`config.mk`:
```
export PLATFORM = sky130hd
export DESIGN_NAME = fifo_drain_flat
export DESIGN_NICKNAME = d
export VERILOG_FILES = /design/src/rtl/fifo_drain_pkg.sv /design/src/rtl/fifo_drain_if.sv /design/src/rtl/fifo_drain_buf.sv /design/src/rtl/fifo_drain.sv /design/src/flat_wrapper.sv
export SDC_FILE = /design/constraint.sdc
export NUM_CORES = 1
export LEC_CHECK = 0
export BUFFER_PORTS_ARGS = -buffer_cell sky130_fd_sc_hd__clkbuf_2
export CORE_MARGIN = 3
export CORE_UTILIZATION = 52
export CTS_CLUSTER_DIAMETER = 100
export DETAILED_ROUTE_END_ITERATION = 8
export MAX_ROUTING_LAYER = met4
export PLACE_DENSITY_LB_ADDON = 0.25
export SYNTH_ARGS = -nofsm -noshare
export SYNTH_HDL_FRONTEND = slang
export SYNTH_SLANG_ARGS = --single-unit
```
`constraint.sdc`:
```
create_clock -name clk -period 3 [get_ports clk]
set_input_delay 0.6 -clock clk [delete_from_list [all_inputs] [get_ports clk]]
set_output_delay 0.6 -clock clk [all_outputs]
set_load 0.05 [all_outputs]
```
`src/rtl/fifo_drain_pkg.sv`:
```
// Shared types and constants for the fifo_drain read-side agent.
package fifo_drain_pkg;

  typedef enum logic [1:0] {
    IDLE = 2'd0,
    RUN  = 2'd1,
    STOP = 2'd2
  } state_t;

  localparam int BUF_DEPTH = 2;
  localparam int OCC_W     = $clog2(BUF_DEPTH + 1);

  typedef logic [OCC_W-1:0] occ_t;

endpackage

```
`src/rtl/fifo_drain_if.sv`:
```
// FIFO read port (e/RD/RREQ) plus the valid/ready output stream of fifo_drain.
interface fifo_drain_if #(
  parameter int DW = 8
);
  logic          e;
  logic [DW-1:0] RD;
  logic          RREQ;
  logic          out_valid;
  logic [DW-1:0] out_data;
  logic          out_ready;

  modport master (
    input  e, RD, out_ready,
    output RREQ, out_valid, out_data
  );

  modport slave (
    output e, RD, out_ready,
    input  RREQ, out_valid, out_data
  );
endinterface

```
`src/rtl/fifo_drain_buf.sv`:
```
// Two-entry FIFO-ordered skid buffer that absorbs the FIFO's one-cycle read latency.
module fifo_drain_buf
  import fifo_drain_pkg::*;
#(
  parameter int DW = 8
) (
  input  logic          clk,
  input  logic          rst,
  input  logic          push,
  input  logic [DW-1:0] push_data,
  input  logic          pop,
  output logic [DW-1:0] head,
  output occ_t          occ
);

  logic [DW-1:0] slot0;
  logic [DW-1:0] slot1;

  // NOTE: the two data slots are reset as well, so out_data reads 0 after reset.
  always_ff @(posedge clk or posedge rst) begin
    if (rst) begin
      slot0 <= '0;
      slot1 <= '0;
      occ   <= '0;
    end else begin
      unique case ({push, pop})
        2'b10: begin
          if (occ == '0) slot0 <= push_data;
          else           slot1 <= push_data;
          occ <= occ + occ_t'(1);
        end
        2'b01: begin
          slot0 <= slot1;
          occ   <= occ - occ_t'(1);
        end
        2'b11: begin
          // Simultaneous pop and capture: occupancy holds, order is kept.
          if (occ == occ_t'(1)) begin
            slot0 <= push_data;
          end else begin
            slot0 <= slot1;
            slot1 <= push_data;
          end
        end
        default: ;
      endcase
    end
  end

  assign head = slot0;

endmodule

```
`src/rtl/fifo_drain.sv`:
```
// Read-side agent for the single-clock fifo: FSM, read credit logic and optional
// statistics counters (enabled with FIFO_DRAIN_STATS_EN).
module fifo_drain
  import fifo_drain_pkg::*;
#(
  parameter int DW = 8
`ifdef FIFO_DRAIN_STATS_EN
  , parameter int CNT_W = 16
`endif
) (
  input  logic             clk,
  input  logic             rst,
  input  logic             en,
  fifo_drain_if.master     bus,
  output logic             busy
`ifdef FIFO_DRAIN_STATS_EN
  , output logic [CNT_W-1:0] rd_count
  , output logic [CNT_W-1:0] stall_count
`endif
);

  state_t         state;
  logic           inflight;
  logic           pop;
  logic           rreq;
  occ_t           occ;
  logic [OCC_W:0] used;

  assign pop = bus.out_valid & bus.out_ready;

  // NOTE: every signal written here gets a default first, so no latch can form.
  always_comb begin
    used = {1'b0, occ} + (OCC_W + 1)'(inflight) - (OCC_W + 1)'(pop);
    rreq = 1'b0;
    if (state == RUN && !bus.e && used < (OCC_W + 1)'(BUF_DEPTH)) rreq = 1'b1;
  end

  assign bus.RREQ = rreq;

  always_ff @(posedge clk or posedge rst) begin
    if (rst) begin
      state    <= IDLE;
      inflight <= 1'b0;
    end else begin
      inflight <= rreq;
      unique case (state)
        IDLE:    if (en) state <= RUN;
        RUN:     if (!en) state <= STOP;
        STOP: begin
          if (en)                             state <= RUN;
          else if (!inflight && occ == '0)    state <= IDLE;
        end
        default: state <= IDLE;
      endcase
    end
  end

  fifo_drain_buf #(.DW(DW)) u_buf (
    .clk       (clk),
    .rst       (rst),
    .push      (inflight),
    .push_data (bus.RD),
    .pop       (pop),
    .head      (bus.out_data),
    .occ       (occ)
  );

  assign bus.out_valid = (occ != '0);
  assign busy          = (state != IDLE) || inflight || (occ != '0);

`ifdef FIFO_DRAIN_STATS_EN
  always_ff @(posedge clk or posedge rst) begin
    if (rst) begin
      rd_count    <= '0;
      stall_count <= '0;
    end else begin
      if (rreq && rd_count != '1)
        rd_count <= rd_count + CNT_W'(1);
      if (bus.out_valid && !bus.out_ready && stall_count != '1)
        stall_count <= stall_count + CNT_W'(1);
    end
  end
`endif

endmodule

```
`src/flat_wrapper.sv`:
```
// flat-port wrapper written by rule: the top's interface ports become plain ports
module fifo_drain_flat import fifo_drain_pkg::*;
#(
  parameter int DW = 8

)
  (clk, rst, en, busy, bus_e, bus_RD, bus_out_ready, bus_RREQ, bus_out_valid, bus_out_data);
  fifo_drain_if #(.DW(DW)) bus_i ();
  input  logic clk;
  input  logic rst;
  input  logic en;
  output logic busy;
  input wire logic [$bits(bus_i.e)-1:0] bus_e;
  input wire logic [$bits(bus_i.RD)-1:0] bus_RD;
  input wire logic [$bits(bus_i.out_ready)-1:0] bus_out_ready;
  output wire logic [$bits(bus_i.RREQ)-1:0] bus_RREQ;
  output wire logic [$bits(bus_i.out_valid)-1:0] bus_out_valid;
  output wire logic [$bits(bus_i.out_data)-1:0] bus_out_data;
  assign bus_i.e = bus_e;
  assign bus_i.RD = bus_RD;
  assign bus_i.out_ready = bus_out_ready;
  assign bus_RREQ = bus_i.RREQ;
  assign bus_out_valid = bus_i.out_valid;
  assign bus_out_data = bus_i.out_data;
  fifo_drain #(.DW(DW)) u_core (.clk(clk), .rst(rst), .en(en), .bus(bus_i), .busy(busy));
endmodule
```
# Yosys cells after proc, flatten, opt, wreduce, memory -nomap -nowiden
# Index checks and enable logic that the tools add are counted.
[word_totals]
reg_bits = 21
in_bits = 13
output_inout_bits = 11
word_cells = 53
[op_classes]
add_sub_neg = 4
magnitude_cmp = 1
n_eq_ne = 12
muxes = 13
n_bitwise = 1
n_reduce_logical = 17
[ops]
columns = ["op", "count"]
rows = [
  ["$mux W8", 4],
  ["$pmux W8 S3", 1],
  ["$pmux W8 S2", 1],
  ["$mux W2", 4],
  ["$ne A2 B2 Y1 const B", 4],
  ["$reduce_bool A2 Y1", 4],
  ["$eq A2 B1 Y1 const B", 3],
  ["$eq A2 B2 Y1 const B", 3],
  ["$pmux W2 S3", 1],
  ["$reduce_and A3 Y1", 2],
  ["$logic_not A2 Y1", 2],
  ["$pmux W2 S2", 1],
  ["$add A2 B1 Y3", 1],
  ["$logic_and A1 B1 Y1", 3],
  ["$lt A3 B2 Y1 const B", 1],
  ["$ne A3 B2 Y1 const B", 1],
  ["$reduce_bool A3 Y1", 1],
  ["$sub A3 B1 Y3", 1],
  ["$add A2 B1 Y2 const B", 1],
  ["$logic_not A1 Y1", 2],
  ["$logic_or A1 B1 Y1", 2],
  ["$ne A2 B1 Y1 const B", 1],
  ["$reduce_and A2 Y1", 1],
  ["$sub A2 B1 Y2 const B", 1],
  ["2 further kinds", 2],
]

# Depth between registers and ports, before layout
[logic_depth]
depth_word = 6
ltp_mapped = 8
depth_no_buf = 8

# Modules after synthesis
# Synthesis repeated with hierarchy kept, for this count alone.
[unflattened]
cells_unflattened = 105
area_unflattened_um2 = 1124.8
[modules_own_cells]
columns = ["mod", "instances", "cells_per_inst", "area_per_inst_um2", "seq_area_each_um2"]
rows = [
  ["fifo_drain_buf", 1, 86, 919.6, 450.4],
  ["fifo_drain", 1, 19, 205.2, 75.1],
]

# Least setup slack after synthesis
# OpenSTA, ideal clock, no wires.
[synth_path]
kind = "reg2out"
start = "register u_core.u_buf.occ[1]"
end = "output port bus_RREQ"
arrival_ns = 3.516
required_time_ns = 2.400
setup_slack_ns = -1.116
path_stages_with_launch = 9
path_buffers = 0
cell_sequence = "dfrtp_1 -> inv_1 -> ha_1 -> nand2b_1 -> ha_1 -> nand2b_1 -> fa_1 -> xor2_1 -> nor4b_1"
[synth_via]
elab_chain_cells = 6
elab_cells_between_ends = 7
classes_between = "add/sub: 2; order compare: 1; mux: 1; bitwise: 1; reduce/logical: 2"
[synth_lines]
columns = ["item", "line_no", "text"]
rows = [
  ["from (decl)", "fifo_drain_buf.sv:13", "output occ_t occ"],
  ["from (signal assigned)", "fifo_drain_buf.sv:30", "occ <= occ + occ_t'(1);"],
  ["from (signal assigned)", "fifo_drain_buf.sv:34", "occ <= occ - occ_t'(1);"],
  ["parallel branches: the longest is 2 deep, another holds $add A2 B1 Y3", "-", ""],
  ["$sub A3 B1 Y3 *", "fifo_drain.sv:33", "used = {1'b0, occ} + (OCC_W + 1)'(inflight) - (OCC_W + 1)'(pop);"],
  ["$lt A3 B2 Y1 *", "fifo_drain.sv:35", "if (state == RUN && !bus.e && used < (OCC_W + 1)'(BUF_DEPTH)) rreq = 1'b1;"],
  ["$logic_and A1 B1 Y1 *", "fifo_drain.sv:35", ""],
  ["$mux W1 *", "fifo_drain.sv:35", ""],
  ["to (decl)", "flat_wrapper.sv:16", "output wire logic [$bits(bus_i.RREQ)-1:0] bus_RREQ;"],
]
# Mark *: on every way between the ends.

# Worst setup path in the final report
# Ends and elaborated chain as after synthesis.

==> reports/metrics.cfg <==
[timing]
tightest_slew_ns = 0.7887
rsz0062_at_grt = yes
max_freq_mhz = 326.7
hold_violations = 0
slew_violations = 0
period_share_pct = 102.0
setup_tns_ns = -0.06068
slew_headroom_pct = 47.36
fin_ws_ns = -0.06068
setup_viol = 1
finClkSkew_ns = 0.005832
whs_ns = 0.4019
layout_min_cycle_time_ns = 3.061

[synthesis]
synth_top_area_cell = dfrtp_1
syn_avg_cell_area_um2 = 10.92
yosysSeqAreaShare_pct = 50.12
syn-cell-area_mm2 = 0.001049
syn-num-nets = 114
synth_top_area_share_pct = 50.12
ys_top_cells_by_area = dfrtp_1 50%, mux2_2 9.7%, a31oi_1 4.8%
synth.distinct_cells = 25
yosysWarnings = 0
ys_seq_elements = 21
synthCells = 96

[setup_path]
arrival_ns = 2.46
cp-end-kind = output port
critPathMaxStageDelay_ns = 0.39
critPathSlowestCell = dfrtp_1
startpoint_type = register
crit_required_ns = 2.40
crit_path_start = u_core.u_buf.occ[1]
worstSetupPathType = register to output port
reg2reg_from = u_core.u_buf.occ[1]
crit_fanout = 4
worstPathCellList = inv_2 -> ha_4 -> nand2b_4 -> ha_4 -> nand2b_4 -> fa_2 -> xor2_2 -> nor4b_4 -> clkbuf_8

[floorplanning]
die-area_mm2 = 0.002591
fp.dieH_um = 50.91
core-area_mm2 = 0.001821
io_pins = 24
dieWidth_um = 50.91
row_count = 15
initial_core_util_pct = 57.59

[cts]
clk_pin_slew_ns = 0.12
root_buffer = clkbuf_4
postCtsHoldBufs = 0
cts_tree = yes
cts_max_path_buffers = 2
clkLatencyLatePin_ns = 0.31
cts_sinks = 21
h-tree-depth = 1
cts_buffers = 3

[place]
routabilityCongestion = 0.7824
dpl.hpwl_um = 1619
place.port_buffers = 23
post_dp_cell_area_mm2 = 0.001240

[pwr]
p_leak_nw = 0.5949
p_per_area_mw_per_mm2 = 1157
ir_worst_vdd_v = 0.0006578
power_w = 0.001540

[global_route]
grt_pass1_vias = 865
grt_usage_pct = 20.37
grt_max_degree = 22
overflow = 0
grt_pass1_wl_um = 3829
antenna_found_initial = 0

[outcome]
status = finished, violations left
violations = setup timing

[final_layout]
final_area_mm2 = 0.001331
regArea_um2 = 525.5
fin_util_pct = 73.13
multi_input_area_um2 = 560.5
drive_gt1_share_pct = 42.06
area_delta_synth_final_pct = 26.97
nets = 145
diodes = 0
fillers = 150

[routing]
ant_nets = 0
avgViaCountPerCell = 5.543
finalWirelength_um = 2190
vias = 837
avgRoutedWirePerCell_um = 14.50
dr.pass1.iters = 4
drtIter0Drc = 15
drc_errors = 0

[worst_hold_path]
hp-class = input port to async pin

[run]
cap_violations = 0

metal layers:
metal / global-route usage [%] / part of all wire, %
met4: 4.484 / 0.64
met3: 5.248 / 4.1
met5: - / 0
met1: 23.28 / 43
met2: 35.84 / 53
what timing repair did:
action | CTS | global route
gates resized for setup | 8 | 0
setup buffers | 2 | 1
pin swaps | 2 | 2
setup endpoints to repair | 1 | 1
flip-flops by register name (all words and copies together) (netlist names):
name and count:
u_core.u_buf.occ 2, u_core.u_buf.slot1 8, u_core.inflight 1, u_core.state 2, u_core.u_buf.head 8
power by group:
| part | internal, W | total, W | switching [W] |
|---|---|---|---|
| combinational | 0.000351 | 0.000913 | 0.000562 |
| clock | 0.0000509 | 0.000139 | 0.0000877 |
| sequential | 0.000412 | 0.000489 | 0.0000762 |
| total | 0.000814 | 0.00154 | 0.000726 |
final cells by class:
cell class,instances,share of cell area (%)
well taps,25,2.350
multi-input cells,68,42.11
clock buffers,3,1.692
clock inverters,1,0.5639
inverters,4,1.128
repair buffers,29,12.69
flip-flops and latches,21,39.47
cell usage in the layout, fill, tap and decap left out:
master      instances
xor2_2              1
inv_1               2
nand2b_1            3
a21bo_1             1
a31oi_1             8
or3_1               1
clkbuf_4            3
mux2_2              9
a21oi_4             1
and2_1              1
nor2_1              8
fa_2                1
clkbuf_2           22
o21ai_0             9
nand2b_4            2
nand3_1             8
buf_4               6
nand3b_1            2
clkbuf_8            1
ha_1                2
dfrtp_1            21
inv_2               2
nor3b_2             1
a21oi_1             1
clkinvlp_4          1
a21boi_0            1
xnor2_1             2
nor2b_1             1
nand2_1             2
nor4b_4             1
ha_4                2
logic make-up after synthesis:
| logic type | count (synthesis) | share of synthesized area, % |
|---|---|---|
| buffers and inverters | 7 | 2.625 |
| XOR/XNOR | 3 | 2.506 |
| multiplexers | 9 | 9.666 |
| flip-flops | 21 | 50.12 |
| AND/OR/NAND/NOR | 30 | 15.63 |
| AO/OA/AOI/OAI | 21 | 12.77 |
| adder cells (fa/ha/maj) | 5 | 6.683 |
synth_stat cells:
library cell and count:
a21bo_1 1, a21boi_0 1, a21oi_1 1, a21oi_4 1
a31oi_1 8, and2_1 1, buf_2 1, clkbuf_1 2
dfrtp_1 21, fa_1 1, ha_1 4, inv_1 4
mux2_2 9, nand2_1 2, nand2b_1 5, nand3_1 8
nand3b_1 2, nor2_1 8, nor2b_1 1, nor3b_2 1
nor4b_1 1, o21ai_0 9, or3_1 1, xnor2_1 2
xor2_1 1
worst paths after layout:
| check | end | slack [ns] | depth (start not counted) |
|---|---|---|---|
| max | bus_RREQ | -0.06 | 9 |
| min | u_core.u_buf.occ[1] | 0.40 | 2 |
| max reg2reg | u_core.inflight | 0.87 | 9 |
| min reg2reg | u_core.u_buf.slot1[5] | 0.53 | 1 |
| max in group asynchronous | u_core.u_buf.slot1[3] | 2.11 | 2 |
| min in group clk | u_core.state[1] | 0.45 | 2 |
per-stage QoR:
stage / cells / setup WS [ns]
final: 151 / -0.06068
after global routing: 151 / -0.1729
after CTS: 150 / -0.09247
after detailed placement: 144 / 0.07528
after global placement: 144 / 0.1216
after floorplan: 96 / 0.002907
critical path: cells and delay by family, from the launching register on:
family                   cells  cell delay, ns
XOR/XNOR                     1            0.16
AND/OR/NAND/NOR              3            0.58
buffers and inverters        2            0.29
adder cells (fa/ha/maj)      3            0.73
flip-flops                   1            0.39
(Power assumes the default switching activity.)
